--- src/rtl/vram_arb_pkg.sv ---
// vram_arbiter shared types: slot owner tag and RAM bus widths.
// Optional blank-interval DMA slots: VRAM_ARB_BLANK_DMA_EN.
package vram_arb_pkg;

  localparam int AW = 16;
  localparam int DW = 8;

  typedef enum logic [1:0] {
    OWN_NONE = 2'd0,
    OWN_VGA  = 2'd1,
    OWN_CPU  = 2'd2,
    OWN_DMA  = 2'd3
  } owner_e;

endpackage

--- src/rtl/vram_starve_mon.sv ---
// DMA wait counter (saturating) and sticky starvation flag.
// Counter clears on grant or when the request drops.
module vram_starve_mon
  import vram_arb_pkg::*;
#(
  parameter int MAX_WAIT = 64
) (
  input  logic clk25,
  input  logic rst,
  input  logic dma_req_i,
  input  logic dma_gnt_i,
  input  logic starve_clr_i,
  output logic dma_starve_o
);

  localparam logic [7:0] MAXW = 8'(MAX_WAIT);

  logic [7:0] cnt_q, cnt_d;
  logic       starve_q, starve_d;
  logic       set;

  always_comb begin
    cnt_d = cnt_q;
    if (!dma_req_i || dma_gnt_i) begin
      cnt_d = '0;
    end else if (cnt_q != MAXW) begin
      cnt_d = cnt_q + 8'd1;
    end
    // a coinciding clear loses against a fresh set
    set      = dma_req_i && !dma_gnt_i && (cnt_d == MAXW);
    starve_d = set | (starve_q & ~starve_clr_i);
  end

  always_ff @(posedge clk25 or posedge rst) begin
    if (rst) begin
      cnt_q    <= '0;
      starve_q <= 1'b0;
    end else begin
      cnt_q    <= cnt_d;
      starve_q <= starve_d;
    end
  end

  assign dma_starve_o = starve_q;

endmodule

--- src/rtl/vram_arbiter.sv ---
// Time-slotted VRAM arbiter: CPU odd slots, VGA even slots, DMA fills gaps.
// Define VRAM_ARB_BLANK_DMA_EN to hand even slots to DMA during blanking.
module vram_arbiter
  import vram_arb_pkg::*;
#(
  parameter int DMA_MAX_WAIT = 64
) (
  input  logic          clk25,
  input  logic          rst,
  input  logic          cpu_phase_i,
  input  logic          cpu_sel_i,
  input  logic          cpu_we_i,
  input  logic [AW-1:0] cpu_addr_i,
  input  logic [DW-1:0] cpu_dbw_i,
  output logic [DW-1:0] cpu_dbr_o,
  input  logic [AW-1:0] vga_addr_i,
  input  logic          vga_blank_i,
  output logic [DW-1:0] vga_data_o,
  input  logic          dma_req_i,
  input  logic          dma_we_i,
  input  logic [AW-1:0] dma_addr_i,
  input  logic [DW-1:0] dma_dbw_i,
  output logic          dma_gnt_o,
  output logic          dma_rvalid_o,
  output logic [DW-1:0] dma_dbr_o,
  input  logic          starve_clr_i,
  output logic          dma_starve_o,
  output logic          phase_err_o,
  output logic [AW-1:0] ram_addr_o,
  output logic [DW-1:0] ram_dbw_o,
  output logic          ram_we_o,
  input  logic [DW-1:0] ram_dbr_i
);

  owner_e        own;
  owner_e        tag_q;
  logic          rd_q;
  logic [DW-1:0] cpu_dbr_q;
  logic [DW-1:0] dma_dbr_q;
  logic          prev_q;
  logic          prev_vld_q;
  logic          phase_err_q;

  always_comb begin
    own = OWN_VGA;
    if (cpu_phase_i) begin
      if (cpu_sel_i) begin
        own = OWN_CPU;
      end else if (dma_req_i) begin
        own = OWN_DMA;
      end else begin
        own = OWN_NONE;
      end
    end
`ifdef VRAM_ARB_BLANK_DMA_EN
    else if (vga_blank_i && dma_req_i) begin
      own = OWN_DMA;
    end
`endif
  end

`ifndef VRAM_ARB_BLANK_DMA_EN
  logic unused_blank;
  assign unused_blank = vga_blank_i;
`endif

  always_comb begin
    ram_addr_o = '0;
    ram_dbw_o  = '0;
    ram_we_o   = 1'b0;
    unique case (own)
      OWN_CPU: begin
        ram_addr_o = cpu_addr_i;
        ram_dbw_o  = cpu_dbw_i;
        ram_we_o   = cpu_we_i & ~rst;
      end
      OWN_DMA: begin
        ram_addr_o = dma_addr_i;
        ram_dbw_o  = dma_dbw_i;
        ram_we_o   = dma_we_i & ~rst;
      end
      OWN_VGA: begin
        ram_addr_o = vga_addr_i;
      end
      default: begin
      end
    endcase
  end

  assign dma_gnt_o = (own == OWN_DMA) && !rst;

  always_ff @(posedge clk25 or posedge rst) begin
    if (rst) begin
      tag_q       <= OWN_NONE;
      rd_q        <= 1'b0;
      cpu_dbr_q   <= '0;
      dma_dbr_q   <= '0;
      prev_q      <= 1'b0;
      prev_vld_q  <= 1'b0;
      phase_err_q <= 1'b0;
    end else begin
      tag_q      <= own;
      rd_q       <= (own == OWN_DMA) && !dma_we_i;
      prev_q     <= cpu_phase_i;
      prev_vld_q <= 1'b1;
      if (tag_q == OWN_CPU) begin
        cpu_dbr_q <= ram_dbr_i;
      end
      if (dma_rvalid_o) begin
        dma_dbr_q <= ram_dbr_i;
      end
      if (prev_vld_q && (cpu_phase_i == prev_q)) begin
        phase_err_q <= 1'b1;
      end
    end
  end

  // RAM data arrives the cycle after the grant; forward it with rvalid
  assign dma_rvalid_o = (tag_q == OWN_DMA) && rd_q;
  assign dma_dbr_o    = dma_rvalid_o ? ram_dbr_i : dma_dbr_q;
  assign cpu_dbr_o    = cpu_dbr_q;
  assign vga_data_o   = ram_dbr_i;
  assign phase_err_o  = phase_err_q;

  vram_starve_mon #(
    .MAX_WAIT(DMA_MAX_WAIT)
  ) u_starve (
    .clk25       (clk25),
    .rst         (rst),
    .dma_req_i   (dma_req_i),
    .dma_gnt_i   (dma_gnt_o),
    .starve_clr_i(starve_clr_i),
    .dma_starve_o(dma_starve_o)
  );

endmodule
--- config.mk ---
export PLATFORM = sky130hd
export DESIGN_NAME = vram_arbiter
export DESIGN_NICKNAME = d
export VERILOG_FILES = /design/src/rtl/vram_arb_pkg.sv /design/src/rtl/vram_starve_mon.sv /design/src/rtl/vram_arbiter.sv
export SDC_FILE = /design/constraint.sdc
export NUM_CORES = 1
export LEC_CHECK = 0
export CAP_MARGIN = 15
export CORE_ASPECT_RATIO = 1.5
export CORE_MARGIN = 10
export CORE_UTILIZATION = 37
export CTS_CLUSTER_DIAMETER = 30
export CTS_CLUSTER_SIZE = 40
export DETAILED_ROUTE_END_ITERATION = 6
export PLACE_DENSITY = 0.92
export SLEW_MARGIN = 40
export SYNTH_ARGS = -nofsm -noshare
export SYNTH_HDL_FRONTEND = slang
export SYNTH_SLANG_ARGS = --single-unit
--- constraint.sdc ---
create_clock -name clk25 -period 4.5 [get_ports clk25]
set_input_delay 0.45 -clock clk25 [delete_from_list [all_inputs] [get_ports clk25]]
set_output_delay 0.45 -clock clk25 [all_outputs]
set_load 0.02 [all_outputs]
---- Word level (Yosys, flattened, before mapping) ----
Cells that the tools add are included.
cells by class
  $add $sub $neg .......................... 1
  equal/unequal tests ..................... 8
  multiplexer cells ....................... 9
  bitwise logic cells ..................... 6
  reductions and logical operators ........ 11
operators by type and width
  operator                                               count
  one-hot mux 16 bit (3 select lines)                    1
  two-way mux 8 bit                                      3
  one-hot mux 8 bit (2 select lines)                     1
  adder 8 x 1 -> 8 bit, second input constant            1
  equality test 2 bit, second input constant             4
  equality test 8 x 7 -> 1 bit, second input constant    1
  inequality test 8 x 7 -> 1 bit, second input constant  1
  logical AND 1 bit                                      6
  two-way mux 2 bit                                      3
  zero test 1 bit                                        4
  AND 1 bit                                              3
  equality test 2 x 1 -> 1 bit, second input constant    1
  NOT 1 bit                                              2
  one-hot mux 1 bit (2 select lines)                     1
  equality test 1 bit                                    1
  logical OR 1 bit                                       1
  OR 1 bit                                               1
storage, ports and cells
  register bits ........................... 31
  input port bits ......................... 81
  output and inout bits ................... 53
  logic and storage cells ................. 44

---- Longest topological paths before layout ----
Gate-level depths: netlist of the first run.
  depth in word-level cells ............... 10
  gate-level depth with buffers ........... 6
  mapped depth without buffers ............ 5

---- By module ----
Synthesis of the first run repeated with hierarchy kept, for this count alone.
second synthesis, totals
  cell total of the unflattened synthesis .. 224
  area total of the unflattened synthesis .. 2033.2 µm²
modules (own cells, without submodules)
  module           times used  cells an instance  area each (µm²)  seq. area each (µm²)
  vram_arbiter     1           164                1487.7           550.5
  vram_starve_mon  1           60                 545.5            225.2

---- Worst setup path before layout of the first run ----
No wires, ideal clock.
  path type ............................... input -> output
  from .................................... input rst
  to ...................................... output ram_we_o
  arrival ................................. 1.580 ns
  data required time ...................... 4.050 ns
  setup slack ............................. 2.470 ns
  cell stages on the path ................. 3
  path buffers ............................ 0
  path through ............................ inv_1 > nand3_1 > nor2_1
between the ends
  cells in the longest elaborated chain, start to end .. 3
  elaborated cells on any way between the ends .. 4
  classes of those cells .................. mux (1); bitwise (3)
RTL lines
  what                                    line                                    source
  from (decl)                             vram_arbiter.sv:9                       input logic rst,
  NOT 1 bit (*)                           vram_arbiter.sv:75, vram_arbiter.sv:80
  AND 1 bit, on equally long branches     vram_arbiter.sv:80, vram_arbiter.sv:75
  one-hot mux 1 bit (2 select lines) (*)  vram_arbiter.sv:71                      unique case (own)
  to (decl)                               vram_arbiter.sv:31                      output logic ram_we_o,
Every way passes the cells marked *; elsewhere a longest branch is shown, timed or not.

---- Final worst setup path of the first run ----
  from .................................... input cpu_sel_i
  to ...................................... output ram_addr_o[8]
between the ends
  cells in the longest elaborated chain, start to end .. 4
  elaborated cells on any way between the ends .. 6
  classes of those cells .................. eq/ne (3); mux (3)
RTL lines
  what                                                                        line                source
  from (decl)                                                                 vram_arbiter.sv:11  input logic cpu_sel_i,
  two-way mux 2 bit (*)                                                       vram_arbiter.sv:47  if (cpu_sel_i) begin
  two-way mux 2 bit (*)                                                       vram_arbiter.sv:46  if (cpu_phase_i) begin
  equality test 2 x 1 -> 1 bit / equality test 2 bit (equally long branches)  vram_arbiter.sv:71
  one-hot mux 16 bit (3 select lines) (*)                                     vram_arbiter.sv:71
  to (decl)                                                                   vram_arbiter.sv:29  output logic [AW-1:0] ram_addr_o,
Marks and branches as above.

==> reports/results.ini, run 1 <==
[yosys]
yosys.area_share.simple=0.185
ys_async_sr_fraction=1.00
syn_inst=192
synthAdderAreaFrac=0.0136
synth_mux_area_frac=0.103
syn_avg_cell_area_sq_um=9.59
synth_ff_type=dfrtp_1
synth_top_family_by_area=simple AND/OR/NAND/NOR gates
synth-xor-area-share=0.0476
syn_area_sq_um=1840
ys_seq_area_frac=0.421
synth_edf_count=0
ys_seq_elements=31
synth_warnings=0
syn-num-nets=275
synth_compound_area_frac=0.150
ys_types=36

[sta]
setup_tns_ns=0
slew_viol_final=0
finClkSkew_ns=0.00243
max_freq_ghz=0.348
setup_violations=0
hold_viol=0
finalCritPeriodShare=0.638
fin_crit_ns=2.87
rsz0062_at_grt=no

[placement]
dp_hpwl_microns=5610
gp_congestion=0.772
dpl_cell_area_sq_um=3160
portBuffers=132

[floorplanning]
die_area_sq_um=8250
die_w_microns=77.6
core_area_sq_um=4810
rows=31
ios=134
die_height_microns=106
initial_core_util=0.383

[global_routing]
grt_pass1_wl_microns=10400
grt_pass1_vias=2080
gr-total-overflow=0
gr-usage-all-layers=0.157
grt_max_degree=32
antenna_found_initial=0

[setup_path]
rr_endpoint=u_starve.dma_starve_o$_DFF_PP0_
path_cells=clkdlybuf4s50_1 -> buf_4 -> nor2b_1 -> buf_4 -> a221oi_1 -> nor2_1 -> clkdlybuf4s50_1
reg2reg_depth=5
cp_top_family=buffers and inverters
endpoint_kind=output pin
crit_type=in -> out
startpoint_type=input pin
cp.depth=7
cp-endpoint=ram_addr_o[8]
crit_start=cpu_sel_i
path_buf_inv=4
slowest_stage=clkdlybuf4s50_1
r2r_start=u_starve.cnt_q[1]$_DFF_PP0_
crit_path_max_incr_delay_ns=0.56
cp_data_required_time_ns=4.05
r2r_slack_ns=2.76
cp_max_fo=28
arrival_ns=2.42

[worst_hold_path]
hp-start=prev_vld_q$_DFF_PP0_
hold_class=reg -> reg

[cells_and_area]
diodes=0
seq_area_sq_um=776
multi_input_area_sq_um=923
drive_gt1_frac=0.0949
final_common_cell=clkdlybuf4s50_1
nFillCells=383
fin_area_sq_um=3250
area_growth_pct=76.4
final_cell_mix=clkdlybuf4s50_1, nor2_1, dfrtp_1
final_nets=399

[drt]
first_iter_violations=66
routed-wl-met3_microns=1230
wl_per_cell_microns=17.4
antenna_left=0
drc=0
drt-met1-wl_microns=2390
drt-pass1-iter-count=4
wirelength_microns=6660
vias=1905
vias_per_cell=4.99
top_layer_used=met4
routed-wl-met2_microns=2950

[clocking]
h-tree-depth=2
post_cts_resized=0
cts_sinks=31
cts-root-buf=clkbuf_8
hold_buffers=0
numCtsBuffers=5
worstSkewPairLatency_ns=0.28
cts_setup_buffers=0
cts_tree=yes
ctsLongestPathBuffers=2
clk_pin_slew_ns=0.06

[power]
power_frac_comb=0.391
ir_drop_uv=179
finalPower_mw=0.900
p_per_area_nw_per_um2=277
p_sw_frac=0.303
switchingPower_mw=0.273
power_frac_seq=0.367
clkPwrFrac=0.242
p_leak_nw=1.33
p_int_mw=0.627

[run_status]
status=finished clean

[flow_run]
drv_cap=0

-- worst reg2reg max path: cells and delay by family, from the launching register on --
kind | cells | cell delay (ns)
AOI/OAI and AO/OA | 2 | 0.33
adders and majority gates | 1 | 0.31
DFF | 1 | 0.50
and+or+nand+nor | 2 | 0.54
-- how the worst min path moves through the flow --
stage | endpoint | slack, ns | cells after the start
5_1_grt | phase_err_o$_DFFE_PP0P_ | 0.47 | 1
3_5_place_dp | phase_err_o$_DFFE_PP0P_ | 0.44 | 1
4_1_cts | phase_err_o$_DFFE_PP0P_ | 0.46 | 1
2_1_floorplan | phase_err_o$_DFFE_PP0P_ | 0.43 | 1
6_report | phase_err_o$_DFFE_PP0P_ | 0.46 | 1
3_3_place_gp | phase_err_o$_DFFE_PP0P_ | 0.43 | 1
-- through the flow --
step           utilization  setup WS, ns  std cells  hold slack (ns)
2_1_floorplan            -          2.47        192            0.426
3_3_place_gp         0.657          1.66        375            0.431
3_5_place_dp         0.657          1.64        375            0.444
4_1_cts              0.675          1.64        382            0.457
5_1_grt              0.675          1.51        382            0.473
6_report             0.675          1.63        382            0.456
-- registers in the layout, summed over array words and instances, names as in the netlist --
name	flops
tag_q	2
rd_q	1
prev_q	1
u_starve.cnt_q	8
prev_vld_q	1
u_starve.dma_starve_o	1
cpu_dbr_o	8
dma_dbr_q	8
phase_err_o	1
-- power by group through the flow --
| stage | logic [mW] | registers, mW | clock network [mW] |
|---|---|---|---|
| after global routing | 0.378 | 0.336 | 0.233 |
| after global placement | 0.349 | 0.333 | 0 |
| after floorplan | 0.144 | 0.351 | 0 |
| after CTS | 0.357 | 0.331 | 0.224 |
| after detailed placement | 0.356 | 0.336 | 0 |
| final | 0.352 | 0.331 | 0.218 |
-- metal layers --
layer / vias up / track usage
li1: 917 / -
met1: 860 / 0.156
met2: 122 / 0.244
met3: 6 / 0.132
met4: 0 / 0.0432
met5: - / 0
-- cells in the mapped netlist, drive strengths merged (2+ instances only) --
cell type | n | area share
nor2 | 54 | 0.11
dfrtp | 31 | 0.42
a221oi | 16 | 0.076
mux2 | 16 | 0.098
buf | 13 | 0.052
a22oi | 8 | 0.033
nand3 | 8 | 0.024
clkbuf | 7 | 0.014
inv | 5 | 0.010
xnor2 | 5 | 0.024
xor2 | 5 | 0.024
nand2b | 4 | 0.014
and3 | 2 | 0.0068
ha | 2 | 0.014
-- kinds of logic after synthesis --
| kind of cell | Yosys count |
|---|---|
| multiplexers | 17 |
| buffers and inverters | 25 |
| AND/OR/NAND/NOR | 75 |
| flip-flops | 31 |
| other | 1 |
| AO/OA/AOI/OAI | 31 |
| XOR/XNOR | 10 |
| adder cells (fa/ha/maj) | 2 |
-- cell type report --
| type | count | area share |
|---|---|---|
| clock buffers | 6 | 0.0254 |
| clock inverters | 1 | 0.00154 |
| inverters | 5 | 0.00578 |
| multi-input cells | 136 | 0.284 |
| flip-flops and latches | 31 | 0.239 |
| well taps | 66 | 0.0254 |
| repair buffers | 137 | 0.418 |
(Power assumes the default switching activity.)
==> run 2: changes to the inputs <==
--- a/config.mk
+++ b/config.mk
@@ -8,11 +8,11 @@
 export CAP_MARGIN = 15
 export CORE_ASPECT_RATIO = 1.5
 export CORE_MARGIN = 10
-export CORE_UTILIZATION = 37
+export CORE_UTILIZATION = 35
 export CTS_CLUSTER_DIAMETER = 30
 export CTS_CLUSTER_SIZE = 40
 export DETAILED_ROUTE_END_ITERATION = 6
-export PLACE_DENSITY = 0.92
+export PLACE_DENSITY = 0.88
 export SLEW_MARGIN = 40
 export SYNTH_ARGS = -nofsm -noshare
 export SYNTH_HDL_FRONTEND = slang
==> constraint.sdc (replaced) <==
create_clock -name clk25 -period 3 [get_ports clk25]
set_input_delay 0.3 -clock clk25 [delete_from_list [all_inputs] [get_ports clk25]]
set_output_delay 0.3 -clock clk25 [all_outputs]
set_load 0.02 [all_outputs]
==> run 2 against run 1 <==
  * Die area up 4.4%
  * Sequential share of layout area is 0.055 points lower
  * Critical path depth down 1
  * Critical path type unchanged
  * Highest routed layer unchanged
==> reports/results.ini, run 2 (synthesis results as in run 1) <==
[run_status]
status=finished clean  ; unchanged

[setup_path]
path_common_cell=clkdlybuf4s50_1
r2r_slack_ns=1.29  ; was 2.76 ns
r2r_start=u_starve.cnt_q[1]$_DFF_PP0_  ; unchanged
slowest_stage=clkdlybuf4s50_1  ; unchanged
arrival_ns=2.30  ; was 2.42 ns
startpoint_type=input pin  ; unchanged
reg2reg_depth=5  ; unchanged
cp_top_family=buffers and inverters  ; unchanged
crit_type=in -> out  ; unchanged
rr_endpoint=u_starve.dma_starve_o$_DFF_PP0_  ; unchanged
cp_max_fo=24  ; was 28
crit_path_max_incr_delay_ns=0.64  ; was 0.56 ns
endpoint_kind=output pin  ; unchanged
path_buf_inv=3  ; was 4
cp_data_required_time_ns=2.70  ; was 4.05 ns
path_cells=clkdlybuf4s50_1 -> nor2b_1 -> buf_4 -> a221oi_1 -> nor2_1 -> clkdlybuf4s50_1  ; was clkdlybuf4s50_1 -> buf_4 -> nor2b_1 -> buf_4 -> a221oi_1 -> nor2_1 -> clkdlybuf4s50_1

[clocking]
clk_pin_slew_ns=0.06  ; about the same
numCtsBuffers=5  ; unchanged
cts_sinks=31  ; unchanged
cts-root-buf=clkbuf_8  ; unchanged
post_cts_resized=0  ; unchanged
h-tree-depth=2  ; unchanged
ctsLongestPathBuffers=2  ; unchanged
cts_setup_buffers=0  ; unchanged
worstSkewPairLatency_ns=0.27  ; was 0.28 ns
cts_tree=yes  ; unchanged
hold_buffers=0  ; unchanged

[worst_hold_path]
hold_class=reg -> reg  ; unchanged
hp-start=prev_vld_q$_DFF_PP0_  ; unchanged
holdPathStages=1  ; unchanged
whs_endpoint=phase_err_o$_DFFE_PP0P_  ; unchanged

[floorplanning]
initial_core_util=0.359  ; was 0.383
die_area_sq_um=8620  ; was 8250 sq um
core_area_sq_um=5120  ; was 4810 sq um
die_height_microns=109  ; was 106 microns
rows=32  ; was 31
die_w_microns=79.2  ; was 77.6 microns
ios=134  ; unchanged

[sta]
hold_viol=0  ; unchanged
max_freq_ghz=0.385
fin_crit_ns=2.60
setup_tns_ns=0  ; unchanged
rsz0062_at_grt=no  ; unchanged
setup_violations=0  ; unchanged
slew_viol_final=0  ; unchanged
finalCritPeriodShare=0.865
finalWorstSetupSlack_ns=0.405  ; was 1.63 ns
fin_hold_ws_ns=0.457  ; was 0.456 ns
finClkSkew_ns=0.00344  ; was 0.00243 ns

[cells_and_area]
fin_area_sq_um=3250  ; about the same
diodes=0  ; unchanged
final_common_cell=clkdlybuf4s50_1  ; unchanged
final_cell_mix=clkdlybuf4s50_1, nor2_1, dfrtp_1  ; unchanged
area_growth_pct=76.8  ; was 76.4%
final_nets=398  ; was 399
drive_gt1_frac=0.0918  ; was 0.0949

[placement]
dp_hpwl_microns=5650  ; was 5610 microns
dpl_cell_area_sq_um=3150  ; was 3160 sq um
place_ws_ns=0.377  ; was 1.64 ns
gp_congestion=0.820  ; was 0.772
portBuffers=132  ; unchanged

[power]
p_per_area_nw_per_um2=421  ; was 277 nW/um^2
ir_drop_uv=167  ; was 179 uV
p_leak_nw=1.33  ; about the same
finalPower_mw=1.37  ; was 0.900 mW

[global_routing]
grt_pass1_wl_microns=10500  ; was 10400 microns
grt_pass1_vias=2108  ; was 2080
antenna_found_initial=0  ; unchanged
gr-total-overflow=0  ; unchanged
gr-usage-all-layers=0.154  ; was 0.157
grt_max_degree=32  ; unchanged

[drt]
vias=1891  ; was 1905
first_iter_violations=92  ; was 66
wl_per_cell_microns=17.4  ; about the same
antenna_left=0  ; unchanged
drt-pass1-iter-count=7  ; was 4
drc=0  ; unchanged
wirelength_microns=6670  ; was 6660 microns
vias_per_cell=4.92  ; was 4.99

[flow_run]
drv_cap=0  ; unchanged

-- run 2: cell count changes in the layout (fill, tap and decap cells not counted) --
cell	previous run	this run
buf_4	5	4
clkbuf_1	0	1
clkbuf_8	6	7
clkinv_2	1	0
-- run 2: worst max path at each step --
stage                     cells after the start  startpoint            end  slack, ns
after floorplan                               3         rst       ram_we_o       1.27
after global placement                        6   dma_req_i  ram_addr_o[4]       0.40
after detailed placement                      6   dma_req_i  ram_addr_o[4]       0.38
after CTS                                     6   dma_req_i  ram_addr_o[4]       0.36
after global routing                          6   dma_req_i  ram_addr_o[4]       0.23
final                                         6   dma_req_i  ram_addr_o[4]       0.40
-- run 2: per-stage QoR --
stage                      util  std cells
after CTS                 0.635        384
after detailed placement  0.615        376
final                     0.635        384
after global placement    0.615        376
after global routing      0.635        384
after floorplan               -        192
-- run 2: area by class of cell --
cell class                 count  area [sq um]
fill                         459          1870
timing repair buffer         136          1350
multi-input combinational    136           923
sequential                    31           776
clock buffer                   8           100
tap                           68          85.1
inverter                       5          18.8
-- run 2: power by group --
group / total, mW / switching, mW / leakage [nW] / internal [mW]
sequential: 0.495 / 0.0242 / 0.379 / 0.471
clock: 0.347 / 0.138 / 0.0515 / 0.209
combinational: 0.527 / 0.238 / 0.896 / 0.290
total: 1.37 / 0.400 / 1.33 / 0.970
-- run 2: routing by layer --
metal | up-vias | part of all wire | GRT usage
met4 | 0 | 0.0079 | 0.0398
li1 | 910 | - | -
met5 | - | 0 | 0
met1 | 859 | 0.32 | 0.139
met3 | 4 | 0.20 | 0.136
met2 | 118 | 0.47 | 0.252
-- run 2: worst reg2reg max path, stage by stage (launching register included) --
cell	delay, ns
dfrtp_1	0.49
ha_1	0.31
nand3_1	0.16
or3b_1	0.37
a21oi_1	0.14
a41o_1	0.18
